`src/rtl/segment_port_arbiter_pkg.sv`:
```
// Shared types and widths for the segment register file port arbiter.
package segment_port_arbiter_pkg;

  localparam int SEG_W     = 16;
  localparam int SEG_SEL_W = 2;

  typedef enum logic [SEG_SEL_W-1:0] {
    SEG_ES = 2'd0,
    SEG_CS = 2'd1,
    SEG_SS = 2'd2,
    SEG_DS = 2'd3
  } seg_e;

  typedef enum logic [1:0] {
    IDLE  = 2'd0,
    WRITE = 2'd1,
    READ  = 2'd2,
    RDATA = 2'd3
  } state_e;

endpackage

```
`src/rtl/segment_port_arbiter_rr_arbiter.sv`:
```
// Combinational round-robin picker: first set request at or above ptr_i, wrapping.
module rr_arbiter #(
  parameter int N     = 3,
  parameter int PTR_W = (N > 1) ? $clog2(N) : 1
) (
  input  logic [N-1:0]     req_i,
  input  logic [PTR_W-1:0] ptr_i,
  output logic [N-1:0]     gnt_o,
  output logic             valid_o
);

  int idx;

  always_comb begin
    gnt_o   = '0;
    valid_o = 1'b0;
    idx     = 0;
    for (int i = 0; i < N; i++) begin
      idx = (int'(ptr_i) + i) % N;
      if (!valid_o && req_i[idx]) begin
        gnt_o[idx] = 1'b1;
        valid_o    = 1'b1;
      end
    end
  end

endmodule

```
`src/rtl/segment_port_arbiter.sv`:
```
// Round-robin sharing of the segment register file read/write ports between NUM_REQ requesters.
// Optional owner lock for atomic sequences is enabled with SEG_ARB_LOCK_EN.
module segment_port_arbiter
  import segment_port_arbiter_pkg::*;
#(
  parameter int NUM_REQ = 3
) (
  input  logic                           clk,
  input  logic                           reset_n,
`ifdef SEG_ARB_LOCK_EN
  input  logic [NUM_REQ-1:0]             lock,
  output logic                           locked,
`endif
  input  logic [NUM_REQ-1:0]             req,
  input  logic [NUM_REQ-1:0]             we,
  input  logic [NUM_REQ*SEG_SEL_W-1:0]   sel,
  input  logic [NUM_REQ*SEG_W-1:0]       wdata,
  output logic [NUM_REQ-1:0]             gnt,
  output logic [NUM_REQ-1:0]             rvalid,
  output logic [SEG_W-1:0]               rdata,
  output logic                           busy,
  output logic                           cs_changed,
  output logic [SEG_SEL_W-1:0]           rf_rd_sel,
  input  logic [SEG_W-1:0]               rf_rd_val,
  output logic                           rf_wr_en,
  output logic [SEG_SEL_W-1:0]           rf_wr_sel,
  output logic [SEG_W-1:0]               rf_wr_val
);

  localparam int IDX_W = (NUM_REQ > 1) ? $clog2(NUM_REQ) : 1;

  state_e               state_q;
  logic [IDX_W-1:0]     owner_q;
  logic [IDX_W-1:0]     rr_q;
  logic [SEG_SEL_W-1:0] sel_q;
  logic [SEG_W-1:0]     data_q;
  logic                 cs_chg_q;

  logic [NUM_REQ-1:0]   owner_oh;
  logic [NUM_REQ-1:0]   req_eff;
  logic [NUM_REQ-1:0]   win_oh;
  logic                 win_vld;
  logic [IDX_W-1:0]     win_idx;
  logic [IDX_W-1:0]     rr_d;

  assign owner_oh = NUM_REQ'(1) << owner_q;

`ifdef SEG_ARB_LOCK_EN
  logic locked_q;
  logic hold_lock;

  // While the owner keeps its lock bit up, only that owner may win in IDLE.
  assign hold_lock = locked_q && (|(lock & owner_oh));
  assign req_eff   = hold_lock ? (req & owner_oh) : req;
  assign locked    = locked_q;

  always_ff @(posedge clk or negedge reset_n) begin
    if (!reset_n) begin
      locked_q <= 1'b0;
    end else if (((state_q == WRITE) || (state_q == READ)) && (|(lock & owner_oh))) begin
      locked_q <= 1'b1;
    end else if ((state_q == IDLE) && locked_q && !hold_lock) begin
      locked_q <= 1'b0;
    end
  end
`else
  assign req_eff = req;
`endif

  rr_arbiter #(
    .N     (NUM_REQ),
    .PTR_W (IDX_W)
  ) u_rr_arbiter (
    .req_i   (req_eff),
    .ptr_i   (rr_q),
    .gnt_o   (win_oh),
    .valid_o (win_vld)
  );

  always_comb begin
    win_idx = '0;
    for (int i = 0; i < NUM_REQ; i++) begin
      if (win_oh[i]) win_idx = IDX_W'(i);
    end
  end

  assign rr_d = (win_idx == IDX_W'(NUM_REQ - 1)) ? '0 : win_idx + 1'b1;

  always_ff @(posedge clk or negedge reset_n) begin
    if (!reset_n) begin
      state_q  <= IDLE;
      owner_q  <= '0;
      rr_q     <= '0;
      sel_q    <= SEG_ES;
      data_q   <= '0;
      cs_chg_q <= 1'b0;
    end else begin
      cs_chg_q <= 1'b0;
      case (state_q)
        IDLE: begin
          if (win_vld) begin
            owner_q <= win_idx;
            rr_q    <= rr_d;
            sel_q   <= sel[win_idx*SEG_SEL_W +: SEG_SEL_W];
            data_q  <= wdata[win_idx*SEG_W +: SEG_W];
            state_q <= we[win_idx] ? WRITE : READ;
          end
        end
        WRITE: begin
          // Flush request fires on every CS write, even if the value is unchanged.
          cs_chg_q <= (sel_q == SEG_CS);
          state_q  <= IDLE;
        end
        READ:    state_q <= RDATA;
        RDATA:   state_q <= IDLE;
        default: state_q <= IDLE;
      endcase
    end
  end

  assign gnt        = ((state_q == WRITE) || (state_q == READ)) ? owner_oh : '0;
  assign rvalid     = (state_q == RDATA) ? owner_oh : '0;
  assign rdata      = (state_q == RDATA) ? rf_rd_val : '0;
  assign busy       = (state_q != IDLE);
  assign cs_changed = cs_chg_q;
  assign rf_rd_sel  = sel_q;
  assign rf_wr_en   = (state_q == WRITE);
  assign rf_wr_sel  = sel_q;
  assign rf_wr_val  = data_q;

endmodule

```
`config.mk`:
```
export PLATFORM = sky130hd
export DESIGN_NAME = segment_port_arbiter
export DESIGN_NICKNAME = d
export VERILOG_FILES = /design/src/rtl/segment_port_arbiter_pkg.sv /design/src/rtl/segment_port_arbiter_rr_arbiter.sv /design/src/rtl/segment_port_arbiter.sv
export SDC_FILE = /design/constraint.sdc
export NUM_CORES = 1
export LEC_CHECK = 0
export ABC_AREA = 1
export CORE_MARGIN = 4
export CORE_UTILIZATION = 39
export CTS_CLUSTER_DIAMETER = 120
export CTS_CLUSTER_SIZE = 40
export DETAILED_ROUTE_END_ITERATION = 10
export PLACE_DENSITY = 0.95
export SETUP_SLACK_MARGIN = 0.4
export SLEW_MARGIN = 20
export SYNTH_ARGS = -nofsm -noshare
export SYNTH_HDL_FRONTEND = slang
export SYNTH_SLANG_ARGS = --single-unit
```
`constraint.sdc`:
```
create_clock -name clk -period 6.1 [get_ports clk]
set_clock_uncertainty 0.05 [all_clocks]
set_input_delay 1.22 -clock clk [delete_from_list [all_inputs] [get_ports clk]]
set_output_delay 1.22 -clock clk [all_outputs]
set_load 0.05 [all_outputs]
```
== Yosys cells after proc, flatten, opt, wreduce, memory -nomap -nowiden ==
Index checks and enable logic that the tools add are counted.
Widths: inputs -> output; s select.

* Latch bits: 0
* Memories: 0
* Output and inout bits: 45
* Memory bits (writable): 0
* Bits in registers: 25
* Input bits: 78
* ROM bits: 0
* Logic and storage cells: 75

* Multipliers: 0
* Reduce and logical (&&, ||, !) cells: 12
* Divide/modulo/power cells: 3
* Add/subtract/negate cells: 3
* Magnitude comparators: 7
* Eq/ne operators: 6
* Bitwise logic cells: 2
* Muxes and demuxes: 33
* Shifts and indexed selects: 3

{| class="wikitable"
|+ Operator list
! kind !! number
|-
| $ge 32x1->1 const B || 3
|-
| $lt 32x4->1 const B || 3
|-
| $mod 32x3->32 const B || 2
|-
| $shiftx 48x7->16 || 1
|-
| $mod 3x3->32 const B || 1
|-
| $mux 16 || 1
|-
| $mux 1 || 15
|-
| $mux 3 || 5
|-
| $bmux 1 s2 || 4
|-
| $mux 2 || 4
|-
| $demux 1 s2 || 3
|-
| $eq 2x2->1 const B || 3
|-
| $or 3x3->3 || 2
|-
| $pmux 2 s3 || 1
|-
| $shiftx 6x4->2 || 1
|-
| $logic_and 1x1->1 || 5
|-
| $eq 2x1->1 const B || 2
|-
| $add 2x1->3 const B || 1
|-
| $add 2x2->3 const B || 1
|-
| $lt 2x3->1 const B || 1
|-
| $shl 1x2->3 const A || 1
|-
| $add 2x1->2 const B || 1
|-
| $logic_not 1->1 || 2
|-
| $logic_not 2->1 || 1
|-
| other kinds (5) || 5
|}

== Depth between registers and ports, before layout ==
Gate-level depths: netlist of run 1.

* Word-level depth: 18
* Depth in mapped cells: 16
* Mapped depth without buffers: 16

== By module ==
Synthesis of run 1 repeated with hierarchy kept, for this count alone.

* Cell total of the unflattened synthesis: 257
* Area, all modules: 1,766.7 µm²

{| class="wikitable"
|+ By module, submodules not included
! module !! times used !! sequential area each (µm²) !! cells each !! area an instance (µm²)
|-
| segment_port_arbiter || 1 || 600.6 || 207 || 1,490.2
|-
| rr_arbiter || 1 || 0.0 || 50 || 276.5
|}

== Least setup slack after synthesis of run 1 ==
No wires, ideal clock.

* Kind: reg-to-output
* Start: register state_q[0]
* End: output rvalid[2]
* Data required time: 4,830 ps
* Cell stages (with the launch flop): 5
* Arrival: 1,906 ps
* Path slack: 2,924 ps
* Path buffers: 1
* Cell sequence: dfrtp_1 > ha_1 > clkbuf_1 > inv_1 > nor3_1

* Longest elaborated chain between the ends: 2

{| class="wikitable"
|+ Ends and longest elaborated chain
! item !! RTL line !! source
|-
| start, declared || segment_port_arbiter.sv:32 || <nowiki>state_e state_q;</nowiki>
|-
| start signal, assigned || segment_port_arbiter.sv:106 || <nowiki>state_q <= we[win_idx] ? WRITE : READ;</nowiki>
|-
| $eq 2x2->1 || segment_port_arbiter.sv:122 || <nowiki>assign rvalid = (state_q == RDATA) ? owner_oh : '0;</nowiki>
|-
| $mux 3 || segment_port_arbiter.sv:122 ||
|-
| end, declared || segment_port_arbiter.sv:19 || <nowiki>output logic [NUM_REQ-1:0] rvalid,</nowiki>
|}

No other way between the ends.

== Worst setup path after layout of run 1 ==
* Start: input rf_rd_val[15]
* End: output rdata[15]

* Longest elaborated chain between the ends: 1

{| class="wikitable"
|+ Ends and longest elaborated chain
! item !! RTL line !! source
|-
| start, declared || segment_port_arbiter.sv:24 || <nowiki>input logic [SEG_W-1:0] rf_rd_val,</nowiki>
|-
| $mux 16 || segment_port_arbiter.sv:123 || <nowiki>assign rdata = (state_q == RDATA) ? rf_rd_val : '0;</nowiki>
|-
| end, declared || segment_port_arbiter.sv:20 || <nowiki>output logic [SEG_W-1:0] rdata,</nowiki>
|}

No other way between the ends.

==> results summary, run 1 <==
The flow ran to the end, and the final reports show no timing, DRC or antenna violations. After detailed routing, the average wire length per cell comes to about 13 um. The number of detailed-route iterations in the first pass came out at 4. STA classifies the critical path startpoint as a primary input. At the worst endpoint, the arrival time is about 2.6 ns.

The global-route wire length before repair is between 9000 and 10,000 um. The mapped netlist covers around 1900 sq um. The number of max-cap violations is 0. The number of non-filler instances in the completed layout is approximately 450. The global route total overflow came out at 0. The buffer levels on the longest clock path came out at 2. The clock net in this run drives a total of 24 sinks.

Yosys mapped the design onto 26 distinct sky130hd cell types. The portion of the post-synthesis area used by sequential elements came out at 31.9%. The post-CTS setup-driven buffer insertion count came out at 0.

The library cell used most frequently in the layout, excluding fill and tap cells, is sky130_fd_sc_hd__clkdlybuf4s50_1. The synthesized instance count came out at 283. The biggest area consumer among synthesized cells is sky130_fd_sc_hd__dfrtp_1. The maximum level of the CTS H-tree came out at 1. By area, the combinational part of the netlist is dominated by simple AND/OR/NAND/NOR gates. The proportion of layout cells with a drive suffix above 1 is under 10%.

The number of global-route vias before repair is 2,092. The count of antenna diodes in the layout came out at 0. The summed negative setup slack over all endpoints came out at 0 ns. The number of max-slew violations in the final report came out at 0.

The cell depth of the worst flop-to-flop path came out at 13. The floorplan step defined a die boundary enclosing 6010 sq um. Once detail routing completed, the nets flagged for antenna violations numbered 0. The clock-pin slew reported for the worst setup and hold paths after clock tree synthesis is ~0.08 ns. Dividing the detail-routed via count by the number of cells gives between 4 and 5.

The number of setup violations in the final report came out at 0. During I/O placement, the number of pins put on the boundary was between 100 and 150. In this run the critical register-to-register path is captured at rf_wr_val[2].

In this run, placement finished with an instance count of 448. The total routing usage reported by global routing came out at around a fifth. The average cell area after synthesis is 6.66 sq um. The remaining routing DRC violations is 0.

The fraction of the mapped netlist area in adder cells came out at 5.98%. The number of DRC markers in iteration 0 is 96. The final critical-path required period came out at a little under 4 ns. For the pin with the worst max-slew slack, the measured transition is 0.553 ns. The number of buffers inserted by port buffering is roughly 120. The path type of the worst setup path is primary input to primary output. During synthesis, Yosys emitted a total of 0 warnings. The worst setup slack for register-to-register paths is ~3.4 ns.

The total of cells resized after clock tree synthesis came out at 0. The required time of the critical path came out at roughly 4.8 ns. The initial antenna violation count came out at 0.

The worst hold path begins at rf_rd_sel[1]. The clock buffer count from CTS came out at 3. The portion of the clock cycle consumed by the worst path in the final layout came out at 63.7%. The clock latency on the worst-skew pair is 0.26 ns. The worst hold path belongs to the class register to register.

The total area inside the core boundary comes to approximately 4700 sq um. When the netlist entered floorplanning its net count stood at 370. Entering global routing, the biggest net connects 28 pins.

The top cell types in the final layout, fill and taps aside, are sky130_fd_sc_hd__clkdlybuf4s50_1 (121), sky130_fd_sc_hd__nand2_1 (89), sky130_fd_sc_hd__inv_1 (45), sky130_fd_sc_hd__nand3_1 (39), sky130_fd_sc_hd__dfrtp_1 (24). For this run, the post-layout net count is slightly below 500. The initial core utilization is ~40%.

In this run, synthesis produced a sequential element count of 24. The signed area change from the synthesized netlist to the final layout came out at 66.3%. Summed over all nets, the half-perimeter wirelength after detailed placement is 4720 um. The cell area power density came out at 587 nW/um^2. The synthesized-area fraction occupied by ao, oa, aoi and oai cells came out at 3.59%. The share of cell area taken by muxes after synthesis came out at 0%. In this run the biggest area consumer among cell types represents about a third of the synthesized area. Along the worst path, the maximum fanout reaches 1.

The cell at the root of the clock tree is sky130_fd_sc_hd__clkbuf_8. In this run the tightest slew margin relative to its limit is 63.1%. By area the synthesized netlist is led by sky130_fd_sc_hd__dfrtp_1 (32%), sky130_fd_sc_hd__nand2_1 (18%), sky130_fd_sc_hd__nand3_1 (10%), sky130_fd_sc_hd__inv_1 (9.0%), sky130_fd_sc_hd__ha_1 (6.0%). The upper clock frequency limit came out at roughly 260 MHz.

The number of hold buffers added after CTS was 0. The final hold violation count came out at 0. TritonCTS built the clock tree.

The last weighted congestion value of the routability-driven placer is 0.838. The worst hold path cell count is 1. The vertical die dimension is about 78 um. Summing the areas of all xor and xnor instances in the mapped netlist gives 0% of the synthesized area. The leakage power came out at 1.54 nW.

The die span in x is ~78 um. The worst vdd rail ir drop came out at 0.000346 V. The post-synthesis simple-gate area fraction came out at roughly 44%. The count of filler cells inserted in the layout is slightly above 400.

The worst hold path terminates at cs_changed. Setup repair after global routing left no endpoint under its margin. The critical path endpoint category is a primary output. The site row count is 25. For this block, the via count after detailed routing is between 2,000 and 2,500. The post-detailed-routing wire length came out at a little under 6000 um. The launching point of the worst reg2reg path is owner_q[0].
## layout make-up
| class | instances | area [sq um] | share of cell area [%] |
|---|---|---|---|
| Clock buffer | 3 | 41.3 | 1.32 |
| Sequential cell | 24 | 601 | 19.2 |
| Timing Repair Buffer | 122 | 1220 | 38.8 |
| Tap cell | 54 | 67.6 | 2.16 |
| Multi-Input combinational cell | 198 | 1020 | 32.5 |
| Inverter | 50 | 190 | 6.07 |
## routing by layer
layer	global-route usage, %	part of all wire (%)	vias to the layer above
met5	0	0	-
met3	5.45	8.1	6
met4	4.80	1.2	0
met1	20.1	39	992
met2	35.8	52	76
li1	-	-	1106
## cell usage after synthesis
master	instances
sky130_fd_sc_hd__nand2_1	89
sky130_fd_sc_hd__inv_1	45
sky130_fd_sc_hd__nand3_1	39
sky130_fd_sc_hd__dfrtp_1	24
sky130_fd_sc_hd__ha_1	9
sky130_fd_sc_hd__nand4_1	9
sky130_fd_sc_hd__nor2_1	9
sky130_fd_sc_hd__a21oi_1	8
sky130_fd_sc_hd__nand3_2	6
sky130_fd_sc_hd__nor3_1	6
sky130_fd_sc_hd__buf_2	4
sky130_fd_sc_hd__inv_2	4
sky130_fd_sc_hd__nor2_2	4
sky130_fd_sc_hd__o21ai_0	4
sky130_fd_sc_hd__or2_1	4
sky130_fd_sc_hd__buf_4	3
sky130_fd_sc_hd__nand2_2	3
sky130_fd_sc_hd__or2_0	3
sky130_fd_sc_hd__clkbuf_1	2
sky130_fd_sc_hd__nand2_4	2
sky130_fd_sc_hd__buf_6	1
sky130_fd_sc_hd__buf_8	1
sky130_fd_sc_hd__inv_4	1
sky130_fd_sc_hd__nor2_4	1
sky130_fd_sc_hd__o21bai_1	1
sky130_fd_sc_hd__or2_2	1
## cells by family after synthesis
group	count (synthesis)
compound gates	13
fa+ha+maj	9
buf+inv	61
flops	24
simple gates	176
## power by group
part | total, W | leakage [nW] | switching (W) | internal, W
logic | 0.00145 | 1.23 | 0.000984 | 0.000465
clock network | 0.0000930 | 0.0216 | 0.0000489 | 0.0000441
registers | 0.000298 | 0.290 | 0.0000544 | 0.000243
total | 0.00184 | 1.54 | 0.00109 | 0.000753
## worst max-delay path, cell delays in order
cell	delay, ns
sky130_fd_sc_hd__clkdlybuf4s50_1	0.46
sky130_fd_sc_hd__nand2_1	0.06
sky130_fd_sc_hd__inv_1	0.08
sky130_fd_sc_hd__clkdlybuf4s50_1	0.80
## registers in the layout, indices dropped and copies added, names as in the netlist
name and count:
rf_wr_val 16, owner_q 2, rf_rd_sel 2, state_q 2, cs_changed 1, rr_q 1
## worst max path at each step
stage | startpoint | to | cells past startpoint
2_1_floorplan | state_q[0] | rvalid[2] | 4
4_1_cts | rf_rd_val[15] | rdata[15] | 4
6_report | rf_rd_val[15] | rdata[15] | 4
3_5_place_dp | rf_rd_val[7] | rdata[7] | 4
5_1_grt | rf_rd_val[1] | rdata[1] | 4
3_3_place_gp | rf_rd_val[11] | rdata[11] | 4
## through the flow
stage / instance area (sq um) / setup slack, ns / power (W) / hold slack [ns] / utilization, %
floorplan: 1880 / 2.92 / 0.00137 / 0.449 / -
global placement: 3100 / 2.24 / 0.00172 / 0.432 / 66.0
detailed placement: 3100 / 2.22 / 0.00176 / 0.437 / 66.0
CTS: 3140 / 2.20 / 0.00185 / 0.450 / 66.9
global route: 3130 / 2.17 / 0.00198 / 0.490 / 66.8
finish: 3130 / 2.21 / 0.00184 / 0.457 / 66.8
Power figures use the tool's default switching activity.
==> run 2: changes to the inputs <==
Settings changed: CORE_UTILIZATION 39 to 37, PLACE_DENSITY 0.95 to 0.92.
Clock period 6.1 ns to 4 ns, I/O delays scaled along.
==> results summary, run 2 (synthesis results as in run 1) <==
Result of the run: finished, final reports clean (unchanged). The maximum level of the CTS H-tree is 1 (unchanged). The worst vdd rail ir drop came out at 0.000501 V (was 0.000346 V). The cell area power density came to 914 nW/um^2 (was 587 nW/um^2). In the finished design, the share of the clock period the worst path needs comes to about 80%. The maximum fanout count along the critical path is 17 (was 1).

The I/O pin total is 123 (unchanged). The clock latency on the worst-skew pair came to 0.27 ns (was 0.26 ns). The clock-pin slew reported for the worst setup and hold paths after clock tree synthesis is 0.09 ns (was 0.08 ns). The CTS tree is yes (unchanged).

The signed area change from the synthesized netlist to the final layout is 68.7% (was 66.3%). The post-detailed-routing wire length came out at 6420 um (was 5850 um). The via total after detailed routing came out at 2,272 (was 2,180). The path type of the worst setup path was register to primary output (was primary input to primary output). The leakage power came out at 1.55 nW (was 1.54 nW). The class of the tightest hold or removal check is primary input to asynchronous set/reset pin (was register to register). The final critical-path required period is about 3.3 ns. The total number of clock tree sinks is 24 (unchanged).

The flip-flop count of the largest register after layout came out at 16 (unchanged). The proportion of layout cells with a drive suffix above 1 came out at 6.78% (was 6.55%). The site row count is 25 (unchanged). The remaining number of nets flagged by the antenna check after routing was 0 (unchanged). The critical path endpoint category is a primary output (unchanged). The global route total overflow came out at 0 (unchanged). The total routing usage reported by global routing came out at 20.1% (was 18.8%).

The startpoint kind of the worst setup timing path is a register (was primary input). The data arrival at the endpoint of the critical path is 2.41 ns (was 2.62 ns). Setup repair after global routing missed its margin: false (unchanged). The largest net degree at the start of global routing is 28 (unchanged). The actual slew at the worst max-slew pin came out at 0.531 ns (was 0.553 ns).

The final hold violation count came out at 0 (unchanged). The flip-flop and latch area came out at 601 sq um (unchanged). The remaining routing DRC violations is 0 (unchanged).

The vertical die dimension is 79.4 um (was 77.5 um). The cell at the root of the clock tree is sky130_fd_sc_hd__clkbuf_8 (unchanged). The post-CTS setup-driven buffer insertion count came out at 0 (unchanged). The buffer levels on the longest clock path came out at 2 (unchanged).

The HPWL reported at the end of detailed placement is 5160 um (was 4720 um). The switching share of power came out at 58.2% (was 59.1%). The number of max-cap violations came out at 0 (unchanged). The required time of the critical path is 3.15 ns (was 4.83 ns). The final net count is 486 (unchanged). The number of setup violations in the final report came to 0 (unchanged).

The share of power burned in combinational logic came to 76.7% (was 78.8%). The count of antenna diodes in the layout came out at 0 (unchanged). The worst slew margin relative to its limit came to 64.5% (was 63.1%). The total placed cells including tap cells is 461 (was 448). The vias per cell came to 4.89 (was 4.83). The last weighted congestion value of the routability-driven placer is 0.889 (was 0.838).

The number of hold buffers added after cts is 0 (unchanged). The end-of-flow core utilization came out at 66.0% (was 66.8%). The combined area of the multi-input logic cells is 1020 sq um (unchanged).

The number of non-filler instances in the completed layout came to 465 (was 451). The clock share of power is 7.5% (was 5.1%). The initial antenna violation count came to 0 (unchanged). The total of cells resized after clock tree synthesis came to 0 (unchanged).

The number of buffers inserted by port buffering came to 122 (unchanged). The number of detailed-route iterations in the first pass came out at 4 (unchanged). The area of the core came out at 4820 sq um (was 4690 sq um). The area of the die came out at 6300 sq um (was 6010 sq um). The global-route wire length before repair is 9980 um (was 9160 um). The total chip power is 0.00291 W (was 0.00184 W). The number of max-slew violations in the final report was 0 (unchanged).

The die span in x is 79.4 um (was 77.5 um). The net switching power figure is 0.00169 W (was 0.00109 W). The clock buffer count from CTS is 3 (unchanged). The upper clock frequency limit is between 300 and 400 MHz. The sequential fraction of design power is 15.8% (was 16.2%). The post-detailed-route wirelength per cell came to 13.8 um (was 13.0 um). The most frequent standard cell in the layout excluding fill and tap cells is sky130_fd_sc_hd__clkdlybuf4s50_1 (unchanged).

The initial core utilization is 39.1% (was 40.2%). The count of filler cells inserted in the layout is 430 (was 411). The internal portion of total power came out at 0.00121 W (was 0.000753 W).

The number of DRC markers in iteration 0 is 83 (was 96). The summed negative setup slack over all endpoints came out at 0 ns (unchanged). The number of global-route vias before repair came out at 2,267 (was 2,092). Most frequent cells in the layout: sky130_fd_sc_hd__clkdlybuf4s50_1 (121), sky130_fd_sc_hd__nand2_1 (89), sky130_fd_sc_hd__inv_1 (45), sky130_fd_sc_hd__nand3_1 (39), sky130_fd_sc_hd__dfrtp_1 (24) (unchanged).
==> run 2: cell types whose count changed in the layout (fill, tap and decap cells not counted) <==
cell / previous run / this run
sky130_fd_sc_hd__bufinv_16: 0 / 1
==> run 2: power groups by stage <==
stage	clock network (W)	registers (W)	logic (W)
3_3_place_gp	0	0.000453	0.00217
2_1_floorplan	0	0.000768	0.00132
6_report	0.000217	0.000459	0.00223
3_5_place_dp	0	0.000460	0.00223
5_1_grt	0.000229	0.000474	0.00241
4_1_cts	0.000218	0.000458	0.00223
==> run 2: layout make-up <==
cell class	count	share of cell area (%)
Clock inverter	1	0.945
Multi-Input combinational cell	198	32.0
Clock buffer	3	1.30
Inverter	50	5.98
Tap cell	67	2.64
Sequential cell	24	18.9
Timing Repair Buffer	122	38.3
==> run 2: per-stage QoR <==
stage	worst slack, ns	hold WS [ns]	area (sq um)
after floorplan	1.24	0.449	1880
after global placement	0.961	0.434	3110
after detailed placement	0.942	0.441	3110
final	0.743	0.447	3180
after CTS	0.749	0.468	3180
after global routing	0.583	0.486	3180
==> run 2: routing by layer <==
layer	vias up	GRT usage [%]	part of all wire (%)
li1	1110	-	-
met1	1059	20.8	37
met2	90	38.3	53
met3	13	6.58	7.9
met4	0	5.50	1.8
met5	-	0	0
==> run 2: worst max-delay path: stages (launching register included) <==
cell,delay [ns]
sky130_fd_sc_hd__dfrtp_1,0.41
sky130_fd_sc_hd__ha_1,0.51
sky130_fd_sc_hd__inv_1,0.16
sky130_fd_sc_hd__nor3_1,0.21
sky130_fd_sc_hd__clkdlybuf4s50_1,0.84
==> run 2: final timing paths <==
path / startpoint / end / slack, ns / cells past startpoint
max in group asynchronous: reset_n / owner_q[0] / 3.09 / 1
hold / removal: reset_n / rf_wr_val[3] / 0.45 / 1
min in group clk: rf_wr_val[0] / rf_wr_val[0] / 0.46 / 2
hold reg to reg: rf_wr_val[0] / rf_wr_val[0] / 0.46 / 2
setup / recovery: state_q[0] / rvalid[2] / 0.74 / 4
setup reg to reg: owner_q[0] / rf_wr_val[2] / 1.26 / 13
==> run 3: changes to the inputs <==
Settings changed: CORE_UTILIZATION 37 to 33, PLACE_DENSITY 0.92 to 0.87.
Clock period 4 ns to 2.7 ns, I/O delays scaled along.
==> results summary, run 3 (synthesis results as in run 1) <==
Result of the run: finished, final reports clean (unchanged). The maximum level of the CTS H-tree came out at 1 (unchanged). The final critical-path required period is around 2.2 ns. The flip-flop count of the largest register after layout is 16 (unchanged).

The area of the die came out at 6980 sq um (was 6300 sq um). The switching share of power came out at 57.9% (was 58.2%). The remaining routing DRC violations came out at 0 (unchanged). The signed area change from the synthesized netlist to the final layout is 76.8% (was 68.7%).

Setup repair after global routing missed its margin: true (was false). The buffer levels on the longest clock path was 2 (unchanged). The number of global-route vias before repair is 2,343 (was 2,267). The sequential fraction of design power came out at 15.2% (was 15.8%).

After layout, the worst path uses 82.1% of the clock period. The net switching power figure came out at 0.00263 W (was 0.00169 W). Ordered cell list for the critical path: ha_1 > buf_4 > inv_1 > nor3_2 > buf_12 (was ha_1 > inv_1 > nor3_1 > clkdlybuf4s50_1). The die span in x is 83.6 um (was 79.4 um).

The data arrival at the endpoint of the critical path came out at 1.63 ns (was 2.41 ns). The I/O pin total is 123 (unchanged). The clock latency on the worst-skew pair is 0.27 ns (about the same).

The summed negative setup slack over all endpoints came out at 0 ns (unchanged). The vias per cell is 4.70 (was 4.89). The initial antenna violation count came out at 0 (unchanged). The worst slew margin relative to its limit is 64.7% (was 64.5%). The count of antenna diodes in the layout is 0 (unchanged). The number of max-cap violations is 0 (unchanged). The worst vdd rail ir drop is 0.000797 V (was 0.000501 V).

The largest net degree at the start of global routing came to 28 (unchanged). The vertical die dimension came out at 83.6 um (was 79.4 um). The site row count came out at 27 (was 25). The area of the core came to 5510 sq um (was 4820 sq um). The remaining number of nets flagged by the antenna check after routing came out at 0 (unchanged).

The path type of the worst setup path was register to primary output (unchanged). The worst setup timing slack at the placement stage is 0.140 ns (was 0.942 ns). The most frequent standard cell in the layout excluding fill and tap cells is sky130_fd_sc_hd__clkdlybuf4s50_1 (unchanged). The clock share of power is 4.7% (was 7.5%). The global route total overflow came out at 0 (unchanged). The post-detailed-route wirelength per cell is 13.4 um (was 13.8 um). The via total after detailed routing came out at 2,264 (was 2,272).

The internal portion of total power is 0.00191 W (was 0.00121 W). The clock-pin slew reported for the worst setup and hold paths after clock tree synthesis is 0.09 ns (about the same). The total routing usage reported by global routing is 18.3% (was 20.1%). The gate family responsible for the most delay along the worst path is buffers and inverters (unchanged).

The number of buffers and inverters on the critical path came to 3 (was 2). The cell depth of the worst flop-to-flop path came out at 12 (was 13). The actual slew at the worst max-slew pin is 0.528 ns (was 0.531 ns). The number of buffers inserted by port buffering was 122 (unchanged). The startpoint kind of the worst setup timing path is a register (unchanged). The leakage power came out at 1.67 nW (was 1.55 nW). The count of filler cells inserted in the layout came out at 475 (was 430). The logic depth of the worst path, buffers included is 5 (was 4).

The master of the slowest instance on the critical path is sky130_fd_sc_hd__dfrtp_1 (was sky130_fd_sc_hd__clkdlybuf4s50_1). The number of detailed-route iterations in the first pass came out at 4 (unchanged). The worst hold path cell count is 2. The last weighted congestion value of the routability-driven placer came out at 0.901 (was 0.889). The number of setup violations in the final report is 0 (unchanged). Most frequent cells in the layout: sky130_fd_sc_hd__clkdlybuf4s50_1 (98), sky130_fd_sc_hd__nand2_1 (89), sky130_fd_sc_hd__inv_1 (44), sky130_fd_sc_hd__nand3_1 (39), sky130_fd_sc_hd__buf_4 (30) (was sky130_fd_sc_hd__clkdlybuf4s50_1 (121), sky130_fd_sc_hd__nand2_1 (89), sky130_fd_sc_hd__inv_1 (45), sky130_fd_sc_hd__nand3_1 (39), sky130_fd_sc_hd__dfrtp_1 (24)).

The setup slack of the critical path after layout is 0.484 ns (was 0.743 ns). The global-route wire length before repair is 10,700 um (was 9980 um). The cell at the root of the clock tree is sky130_fd_sc_hd__clkbuf_8 (unchanged). The CTS tree is yes (unchanged). The share of power burned in combinational logic came to 80.0% (was 76.7%). The critical path endpoint category is a primary output (unchanged). The HPWL reported at the end of detailed placement came out at 4980 um (was 5160 um).

The worst stage delay on the critical path is 0.40 ns (was 0.84 ns). The proportion of layout cells with a drive suffix above 1 is 17.1% (was 6.78%). The number of DRC markers in iteration 0 came out at 122 (was 83). The total number of clock tree sinks came out at 24 (unchanged). The required time of the critical path is 2.11 ns (was 3.15 ns). The final net count came out at 499 (was 486). The clock buffer count from CTS is 3 (unchanged). The cell area power density is 1360 nW/um^2 (was 914 nW/um^2). The upper clock frequency limit is around 450 MHz. The post-detailed-routing wire length is 6450 um (was 6420 um).

The initial core utilization came to 34.2% (was 39.1%). The number of max-slew violations in the final report came to 0 (unchanged). The class of the tightest hold or removal check was register to register (was primary input to asynchronous set/reset pin).

The maximum fanout count along the critical path came out at 17 (unchanged). The final hold violation count came out at 0 (unchanged).
[run 3: cell count changes in the layout (fill, tap and decap cells not counted), moves of 4 or more]
cell                              before  now
sky130_fd_sc_hd__clkdlybuf4s50_1     121   98
sky130_fd_sc_hd__buf_4                 0   30
sky130_fd_sc_hd__nor3_1                6    0
sky130_fd_sc_hd__nor3_2                0    6
sky130_fd_sc_hd__buf_12                0    4
[run 3: through the flow]
stage                     power [W]  hold slack (ns)  cells  util [%]  instance area [sq um]
after floorplan             0.00312            0.194    283         -                   1900
after global placement      0.00393            0.432    469      57.1                   3140
after detailed placement    0.00401            0.446    469      57.1                   3140
after CTS                   0.00436            0.466    477      58.9                   3240
after global routing        0.00490            0.489    482      60.5                   3330
final                       0.00454            0.465    482      60.5                   3330
[run 3: path summary, 6_finish.rpt]
kind	startpoint	to	slack, ns
setup reg to reg	owner_q[0]	rf_wr_val[2]	0.54
max in group asynchronous	reset_n	owner_q[0]	1.76
min in group asynchronous	reset_n	rf_wr_val[15]	0.57
hold reg to reg	rf_wr_val[3]	rf_wr_val[3]	0.46
setup / recovery	state_q[0]	rvalid[2]	0.48
hold / removal	rf_wr_val[3]	rf_wr_val[3]	0.46
[run 3: repair_timing]
item / in CTS / in global routing
pin swaps: 3 / 4
endpoints found under the hold margin: 0 / 0
endpoints found under the setup margin: 23 / 24
cloned: 1 / 0
resized for setup: 8 / 10
buffers inserted: 4 / 5
hold buffers: 0 / 0
[run 3: power groups by stage]
stage / Clock, W / Combinational (W) / Sequential, W
finish: 0.000216 / 0.00364 / 0.000692
global route: 0.000235 / 0.00395 / 0.000719
CTS: 0.000220 / 0.00345 / 0.000687
detailed placement: 0 / 0.00332 / 0.000686
global placement: 0 / 0.00325 / 0.000683
floorplan: 0 / 0.00198 / 0.00114
[run 3: area by class of cell]
type / instances / area (sq um) / area share (%)
repair buffers: 134 / 1300 / 39.1
multi-input cells: 199 / 1090 / 32.8
clock buffers: 3 / 41.3 / 1.24
inverters: 50 / 203 / 6.09
flip-flops and latches: 24 / 602 / 18.1
well taps: 72 / 90.1 / 2.70
[run 3: worst reg2reg max path, cell delays in order (launching register included)]
cell and delay, ns:
sky130_fd_sc_hd__dfrtp_2 0.48, sky130_fd_sc_hd__inv_4 0.12, sky130_fd_sc_hd__ha_2 0.24, sky130_fd_sc_hd__inv_2 0.07, sky130_fd_sc_hd__nand3_2 0.12, sky130_fd_sc_hd__nand2_1 0.11, sky130_fd_sc_hd__nor2_2 0.16, sky130_fd_sc_hd__nand3_2 0.11
sky130_fd_sc_hd__nand2_4 0.11, sky130_fd_sc_hd__inv_4 0.11, sky130_fd_sc_hd__or2_2 0.29, sky130_fd_sc_hd__nand2_1 0.07, sky130_fd_sc_hd__inv_1 0.03
[run 3: metal layers]
layer / vias to the layer above / part of all wire [%] / GRT usage (%)
met4: 0 / 2.1 / 6.43
li1: 1133 / - / -
met2: 91 / 51 / 33.0
met5: - / 0 / 0
met1: 1027 / 40 / 20.8
met3: 13 / 7.3 / 4.54
